<file path="src/rtl/multicycle_controller_if.sv">
// multicycle_controller_if: instruction fields and datapath controls between the multicycle controller and its datapath.
interface multicycle_controller_if;
   logic [6:0] op;
   logic [2:0] funct3;
   logic       funct7b5;
   logic       zero;
   logic       PCWrite;
   logic       AddrSrc;
   logic       MemWrite;
   logic       IRWrite;
   logic       RegWrite;
   logic [1:0] ResultSrc;
   logic [1:0] ALUSrcA;
   logic [1:0] ALUSrcB;
   logic [1:0] ImmSrc;
   logic [2:0] ALUControl;
   logic [3:0] state;
   modport master (
      input  op, funct3, funct7b5, zero,
      output PCWrite, AddrSrc, MemWrite, IRWrite, RegWrite, ResultSrc,
             ALUSrcA, ALUSrcB, ImmSrc, ALUControl, state
   );
   modport slave (
      output op, funct3, funct7b5, zero,
      input  PCWrite, AddrSrc, MemWrite, IRWrite, RegWrite, ResultSrc,
             ALUSrcA, ALUSrcB, ImmSrc, ALUControl, state
   );
endinterface

</file>
<file path="src/rtl/multicycle_controller.sv">
// multicycle_controller: Moore FSM sequencing RV32I instructions through the multicycle datapath.
module multicycle_controller (
   input logic                     clk,
   input logic                     reset,
   multicycle_controller_if.master bus
);
   typedef enum logic [3:0] {
      FETCH = 4'd0, DECODE = 4'd1, MEMADR = 4'd2, MEMREAD = 4'd3, MEMWB = 4'd4, MEMWRITE = 4'd5,
      EXECR = 4'd6, EXECI = 4'd7, ALUWB = 4'd8, BEQ = 4'd9, JAL = 4'd10
   } state_t;
   localparam logic [6:0] OP_LW  = 7'b0000011;
   localparam logic [6:0] OP_SW  = 7'b0100011;
   localparam logic [6:0] OP_R   = 7'b0110011;
   localparam logic [6:0] OP_I   = 7'b0010011;
   localparam logic [6:0] OP_BEQ = 7'b1100011;
   localparam logic [6:0] OP_JAL = 7'b1101111;
   state_t     st, nx;
   logic [1:0] alu_op;
   logic       branch, pc_update, ir_write, reg_write, mem_write, sub_op;
   always_ff @(posedge clk or negedge reset)
      if (!reset) st <= FETCH;
      else        st <= nx;
   always_comb begin
      nx            = FETCH;
      alu_op        = 2'b00;
      branch        = 1'b0;
      pc_update     = 1'b0;
      ir_write      = 1'b0;
      reg_write     = 1'b0;
      mem_write     = 1'b0;
      bus.AddrSrc   = 1'b0;
      bus.ResultSrc = 2'b00;
      bus.ALUSrcA   = 2'b00;
      bus.ALUSrcB   = 2'b00;
      case (st)
         FETCH: begin
            nx            = DECODE;
            ir_write      = 1'b1;
            pc_update     = 1'b1;
            bus.ALUSrcB   = 2'b10;
            bus.ResultSrc = 2'b10;
         end
         DECODE: begin
            nx = (bus.op == OP_LW || bus.op == OP_SW) ? MEMADR :
                 bus.op == OP_R   ? EXECR :
                 bus.op == OP_I   ? EXECI :
                 bus.op == OP_BEQ ? BEQ   :
                 bus.op == OP_JAL ? JAL   : FETCH;
            bus.ALUSrcA = 2'b01;
            bus.ALUSrcB = 2'b01;
         end
         MEMADR: begin
            nx          = bus.op == OP_LW ? MEMREAD : MEMWRITE;
            bus.ALUSrcA = 2'b10;
            bus.ALUSrcB = 2'b01;
         end
         MEMREAD: begin
            nx          = MEMWB;
            bus.AddrSrc = 1'b1;
         end
         MEMWB: begin
            reg_write     = 1'b1;
            bus.ResultSrc = 2'b01;
         end
         MEMWRITE: begin
            mem_write   = 1'b1;
            bus.AddrSrc = 1'b1;
         end
         EXECR: begin
            nx          = ALUWB;
            alu_op      = 2'b10;
            bus.ALUSrcA = 2'b10;
         end
         EXECI: begin
            nx          = ALUWB;
            alu_op      = 2'b10;
            bus.ALUSrcA = 2'b10;
            bus.ALUSrcB = 2'b01;
         end
         ALUWB: reg_write = 1'b1;
         BEQ: begin
            alu_op      = 2'b01;
            branch      = 1'b1;
            bus.ALUSrcA = 2'b10;
         end
         JAL: begin
            nx          = ALUWB;
            pc_update   = 1'b1;
            bus.ALUSrcA = 2'b01;
            bus.ALUSrcB = 2'b10;
         end
         default: nx = FETCH;
      endcase
   end
   // Write enables are gated by reset so nothing commits while it is held low.
   assign bus.PCWrite  = reset & (pc_update | (branch & bus.zero));
   assign bus.IRWrite  = reset & ir_write;
   assign bus.RegWrite = reset & reg_write;
   assign bus.MemWrite = reset & mem_write;
   assign bus.state    = st;
   assign sub_op       = bus.funct7b5 & bus.op[5];
   always_comb
      bus.ImmSrc = bus.op == OP_SW  ? 2'b01 :
                   bus.op == OP_BEQ ? 2'b10 :
                   bus.op == OP_JAL ? 2'b11 : 2'b00;
   always_comb
      bus.ALUControl = alu_op == 2'b01         ? 3'b001 :
                       alu_op != 2'b10         ? 3'b000 :
                       bus.funct3 == 3'b000    ? {2'b00, sub_op} :
                       bus.funct3 == 3'b010    ? 3'b101 :
                       bus.funct3 == 3'b110    ? 3'b011 :
                       bus.funct3 == 3'b111    ? 3'b010 : 3'b000;
endmodule

</file>
<file path="src/flat_wrapper.sv">
// flat-port wrapper written by rule: the top's interface ports become plain ports
module multicycle_controller_flat 
  (clk, reset, bus_op, bus_funct3, bus_funct7b5, bus_zero, bus_PCWrite, bus_AddrSrc, bus_MemWrite, bus_IRWrite, bus_RegWrite, bus_ResultSrc, bus_ALUSrcA, bus_ALUSrcB, bus_ImmSrc, bus_ALUControl, bus_state);
  multicycle_controller_if bus_i ();
  input logic clk;
  input logic reset;
  input wire logic [$bits(bus_i.op)-1:0] bus_op;
  input wire logic [$bits(bus_i.funct3)-1:0] bus_funct3;
  input wire logic [$bits(bus_i.funct7b5)-1:0] bus_funct7b5;
  input wire logic [$bits(bus_i.zero)-1:0] bus_zero;
  output wire logic [$bits(bus_i.PCWrite)-1:0] bus_PCWrite;
  output wire logic [$bits(bus_i.AddrSrc)-1:0] bus_AddrSrc;
  output wire logic [$bits(bus_i.MemWrite)-1:0] bus_MemWrite;
  output wire logic [$bits(bus_i.IRWrite)-1:0] bus_IRWrite;
  output wire logic [$bits(bus_i.RegWrite)-1:0] bus_RegWrite;
  output wire logic [$bits(bus_i.ResultSrc)-1:0] bus_ResultSrc;
  output wire logic [$bits(bus_i.ALUSrcA)-1:0] bus_ALUSrcA;
  output wire logic [$bits(bus_i.ALUSrcB)-1:0] bus_ALUSrcB;
  output wire logic [$bits(bus_i.ImmSrc)-1:0] bus_ImmSrc;
  output wire logic [$bits(bus_i.ALUControl)-1:0] bus_ALUControl;
  output wire logic [$bits(bus_i.state)-1:0] bus_state;
  assign bus_i.op = bus_op;
  assign bus_i.funct3 = bus_funct3;
  assign bus_i.funct7b5 = bus_funct7b5;
  assign bus_i.zero = bus_zero;
  assign bus_PCWrite = bus_i.PCWrite;
  assign bus_AddrSrc = bus_i.AddrSrc;
  assign bus_MemWrite = bus_i.MemWrite;
  assign bus_IRWrite = bus_i.IRWrite;
  assign bus_RegWrite = bus_i.RegWrite;
  assign bus_ResultSrc = bus_i.ResultSrc;
  assign bus_ALUSrcA = bus_i.ALUSrcA;
  assign bus_ALUSrcB = bus_i.ALUSrcB;
  assign bus_ImmSrc = bus_i.ImmSrc;
  assign bus_ALUControl = bus_i.ALUControl;
  assign bus_state = bus_i.state;
  multicycle_controller u_core (.clk(clk), .reset(reset), .bus(bus_i));
endmodule
</file>
<file path="config.mk">
export PLATFORM = sky130hd
export DESIGN_NAME = multicycle_controller_flat
export DESIGN_NICKNAME = d
export VERILOG_FILES = /design/src/rtl/multicycle_controller_if.sv /design/src/rtl/multicycle_controller.sv /design/src/flat_wrapper.sv
export SDC_FILE = /design/constraint.sdc
export NUM_CORES = 1
export LEC_CHECK = 0
export ABC_AREA = 1
export CAP_MARGIN = 40
export CORE_AREA = 2 2 39 41
export DETAILED_ROUTE_END_ITERATION = 10
export DIE_AREA = 0 0 41 43
export DONT_BUFFER_PORTS = 1
export PLACE_DENSITY = 0.49
export SYNTH_ARGS = -nofsm -noshare
export SYNTH_HDL_FRONTEND = slang
export SYNTH_SLANG_ARGS = --single-unit
</file>
<file path="constraint.sdc">
create_clock -name clk -period 1.4 [get_ports clk]
set_input_delay 0.42 -clock clk [delete_from_list [all_inputs] [get_ports clk]]
set_output_delay 0.42 -clock clk [all_outputs]
set_load 0.02 [all_outputs]
</file>
==> results <==
-- per-stage QoR --
step                cells  power [mW]
finish                142        1.20
global route          142        1.28
CTS                   141        1.17
detailed placement    132       0.851
global placement      132       0.854
floorplan              90       0.576
-- power breakdown --
part	switching (mW)	total, mW	internal, mW
Clock	0.0596	0.156	0.0967
Sequential	0.0647	0.202	0.137
Combinational	0.444	0.845	0.401
Total	0.568	1.20	0.635
-- layout make-up --
cell class,count,share of cell area
Timing Repair Buffer,33,0.307
Sequential cell,4,0.105
Tap cell,16,0.0200
Inverter,17,0.0686
Multi-Input combinational cell,69,0.478
Clock buffer,3,0.0224
-- timing repair --
item | in CTS | in global routing
hold buffers | 1 | 0
endpoints found under the hold margin | 4 | 0
pin swaps | 8 | 5
setup buffers | 5 | 1
resized for setup | 29 | 6
endpoints found under the setup margin | 15 | 19
-- worst max path at each step --
stage                        start                end  cells after the start
5_1_grt        u_core.bus.state[3]        bus_PCWrite                      5
4_1_cts        u_core.bus.state[3]       bus_RegWrite                      5
6_report       u_core.bus.state[3]        bus_PCWrite                      6
3_5_place_dp   u_core.bus.state[2]  bus_ALUControl[0]                      5
2_1_floorplan  u_core.bus.state[2]  bus_ALUControl[0]                      5
3_3_place_gp   u_core.bus.state[2]  bus_ALUControl[0]                      5
-- cell families (layout without fill, tap and decap cells) --
group / after synthesis / in the layout / share of synthesized area
compound gates: 10 / 10 / 0.118
buf+inv: 17 / 53 / 0.139
flops: 4 / 4 / 0.219
simple gates: 59 / 59 / 0.525
-- tightest hold or removal path, cell delays in order --
cell	delay (ns)
sky130_fd_sc_hd__nor2_1	0.02
sky130_fd_sc_hd__nand3_1	0.09
sky130_fd_sc_hd__nand3_1	0.09
-- cells in the final DEF, fill, tap and decap left out, drive strengths merged --
cell,Yosys,final
nand2,28,28
dfrtp,4,4
clkbuf,0,3
buf,0,32
nor2,22,22
nand3,5,5
o21ai,4,4
nand4,2,2
nor3,2,2
dlygate4sd3,0,1
inv,17,17
a211oi,1,1
a21oi,4,4
o22ai,1,1
-- routing by layer --
metal,track usage,vias up,share of wire
met5,0,-,0
met4,0.0600,0,0.028
met3,0.0681,7,0.056
met2,0.403,28,0.55
met1,0.229,307,0.37
li1,-,354,-
==> impl_results.rst <==
.. list-table::
   :header-rows: 1

   * - Metric
     - Value
   * - Post-DP HPWL
     - 1170 um
   * - Pin count of the biggest net entering global routing
     - 8
   * - Number of cells on the worst hold path
     - 3
   * - Post-synth EDFFs
     - 0
   * - Fraction of final layout cells with drive strength greater than 1
     - 0.603
   * - Setup TNS
     - -4.52 ns
   * - Number of flip-flops in the largest register
     - 4
   * - Endpoint type of the worst setup path
     - primary output
   * - Worst Reg-to-Reg Cells
     - 9
   * - Max IR drop VDD
     - 0.862 mV
   * - Most instantiated cells after synthesis
     - 27 x sky130_fd_sc_hd__nand2_1, 21 x sky130_fd_sc_hd__nor2_1, 17 x sky130_fd_sc_hd__inv_1
   * - Via count of the first global-routing pass
     - 668
   * - Endpoint of the worst hold-timing path
     - u_core.bus.state[2]
   * - Headroom to the max-slew limit
     - 0.824
   * - Critical Path Fanout Max
     - 4
   * - Class of the worst hold path
     - input pin to flop
   * - Post-detailed-route DRC marker count
     - 0
   * - Wire length reported by the detailed router
     - 1820 um
   * - Final setup fails
     - 16
   * - Min-Delay Startpoint
     - bus_op[6]
   * - Buffering stage count on the worst path with inverters included
     - 1
   * - Final count of hold timing violations
     - 0
   * - Reg clk slew, reported paths
     - 0.04 ns
   * - Initial core utilization
     - 0.331
   * - Number of synthesized register bits
     - 4
   * - Routed length per placed instance
     - 12.8 um
   * - Gpl congestion
     - 0.779
   * - All-Layer GR Usage
     - 0.223
   * - Placeable Area
     - 0.00138 sq mm
   * - Worst-Margin Slew
     - 0.263 ns
   * - Synth Area per Inst
     - 5.09 sq um
   * - Bufs on Longest Clock Path
     - 2
   * - Area overhead of the layout relative to synthesis
     - 119%
   * - Critical register-to-register path endpoint
     - u_core.bus.state[1]
   * - Total count of max-transition violations in the final report
     - 0
   * - Violation count after the first detailed-route iteration
     - 6
   * - Number of vias in the routed layout
     - 696
   * - CTS tree
     - yes
   * - Final design instance area without fill
     - 0.00100 sq mm
   * - Crit Path Category
     - flop to primary output
   * - Number of sinks on the clock net
     - 4
   * - Setup ws final
     - -0.374 ns
   * - Clock latency reported for the late side of the worst-skew pair
     - 0.25 ns
   * - Top FF cell, synth
     - sky130_fd_sc_hd__dfrtp_1
   * - Reg area
     - 105 sq um
   * - Area of the die
     - 0.00176 sq mm
   * - Setup WS pre-CTS
     - -0.133 ns
   * - Final standard cell utilization of the core
     - 0.725
   * - Violations in the final reports
     - negative setup slack
   * - Synthesized Nets
     - 104
   * - Clock tree skew after final layout
     - 0.0116 ns
   * - DR pass1 iterations
     - 4
   * - Ys Warns
     - 0
   * - Cell leakage power
     - 0.489 nW
   * - RSZ-0062 raised after global routing
     - yes
   * - Largest area contributor in the netlist
     - sky130_fd_sc_hd__nand2_1
   * - Overall overflow remaining after global route
     - 0
   * - Number of routed nets with antenna violations
     - 0
   * - Root Buffer
     - sky130_fd_sc_hd__clkbuf_4
   * - Fill cell count
     - 123
   * - Status
     - finished with violations
   * - Startpoint of the worst register-to-register path
     - u_core.bus.state[3]
   * - Register area share after synthesis
     - 0.219
   * - Width of the chip
     - 41 um
   * - Count of buffers from port buffering
     - 0
   * - Number of CTS-inserted buffers
     - 3
   * - Area of combinational cells with multiple inputs
     - 479 sq um
   * - Biggest area contributors in the synthesized netlist
     - sky130_fd_sc_hd__nand2_1 22%, sky130_fd_sc_hd__dfrtp_1 22%, sky130_fd_sc_hd__nor2_1 17%, sky130_fd_sc_hd__inv_1 14%, sky130_fd_sc_hd__nand3_1 5.5%
   * - Worst path slowest cell
     - sky130_fd_sc_hd__dfrtp_2
   * - Num rows
     - 14
   * - Most frequent cell after synthesis
     - sky130_fd_sc_hd__nand2_1
   * - Post-synth cell types
     - 13
   * - Syn Inst Count
     - 90
   * - Highest clock frequency the design can meet
     - 564 MHz
   * - Critical path, cell by cell
     - inv_4 > nor2_1 > nand2_2 > nand2_4 > a21oi_2 > nor2_4
   * - Register-to-register setup slack
     - 0.08 ns
   * - Area share of the leading cell type in the synthesized netlist
     - 0.221
   * - Via-per-instance ratio
     - 4.90
   * - Number of nets in the finished design
     - 142
   * - Slowest Stage Delay on Critical Path
     - 0.43 ns
   * - Instance area at placement
     - 782 sq um
   * - Critical path's top delay family
     - simple AND/OR/NAND/NOR gates
   * - First-pass GRT wire length
     - 2640 um
   * - Total number of H-tree levels
     - 1
   * - Synthesized cell area
     - 458 sq um
   * - Number of antenna violations at the first check in global routing
     - 0
   * - Final critical-path required period
     - 1.77 ns
   * - Worst path required time
     - 0.98 ns
   * - Ys async rst share
     - 1.00
   * - I/O Pins
     - 34
   * - Period utilisation layout
     - 1.27
   * - Max cap viols
     - 0
   * - Hold slack
     - 0.420 ns
   * - Power Dens Cells
     - 1200 mW/mm^2
   * - Die Height
     - 43 um
   * - Antenna diode instance count
     - 0
   * - Worst EP arrival
     - 1.35 ns
   * - Worst Setup Start Kind
     - flop
Power figures use the tool's default switching activity.
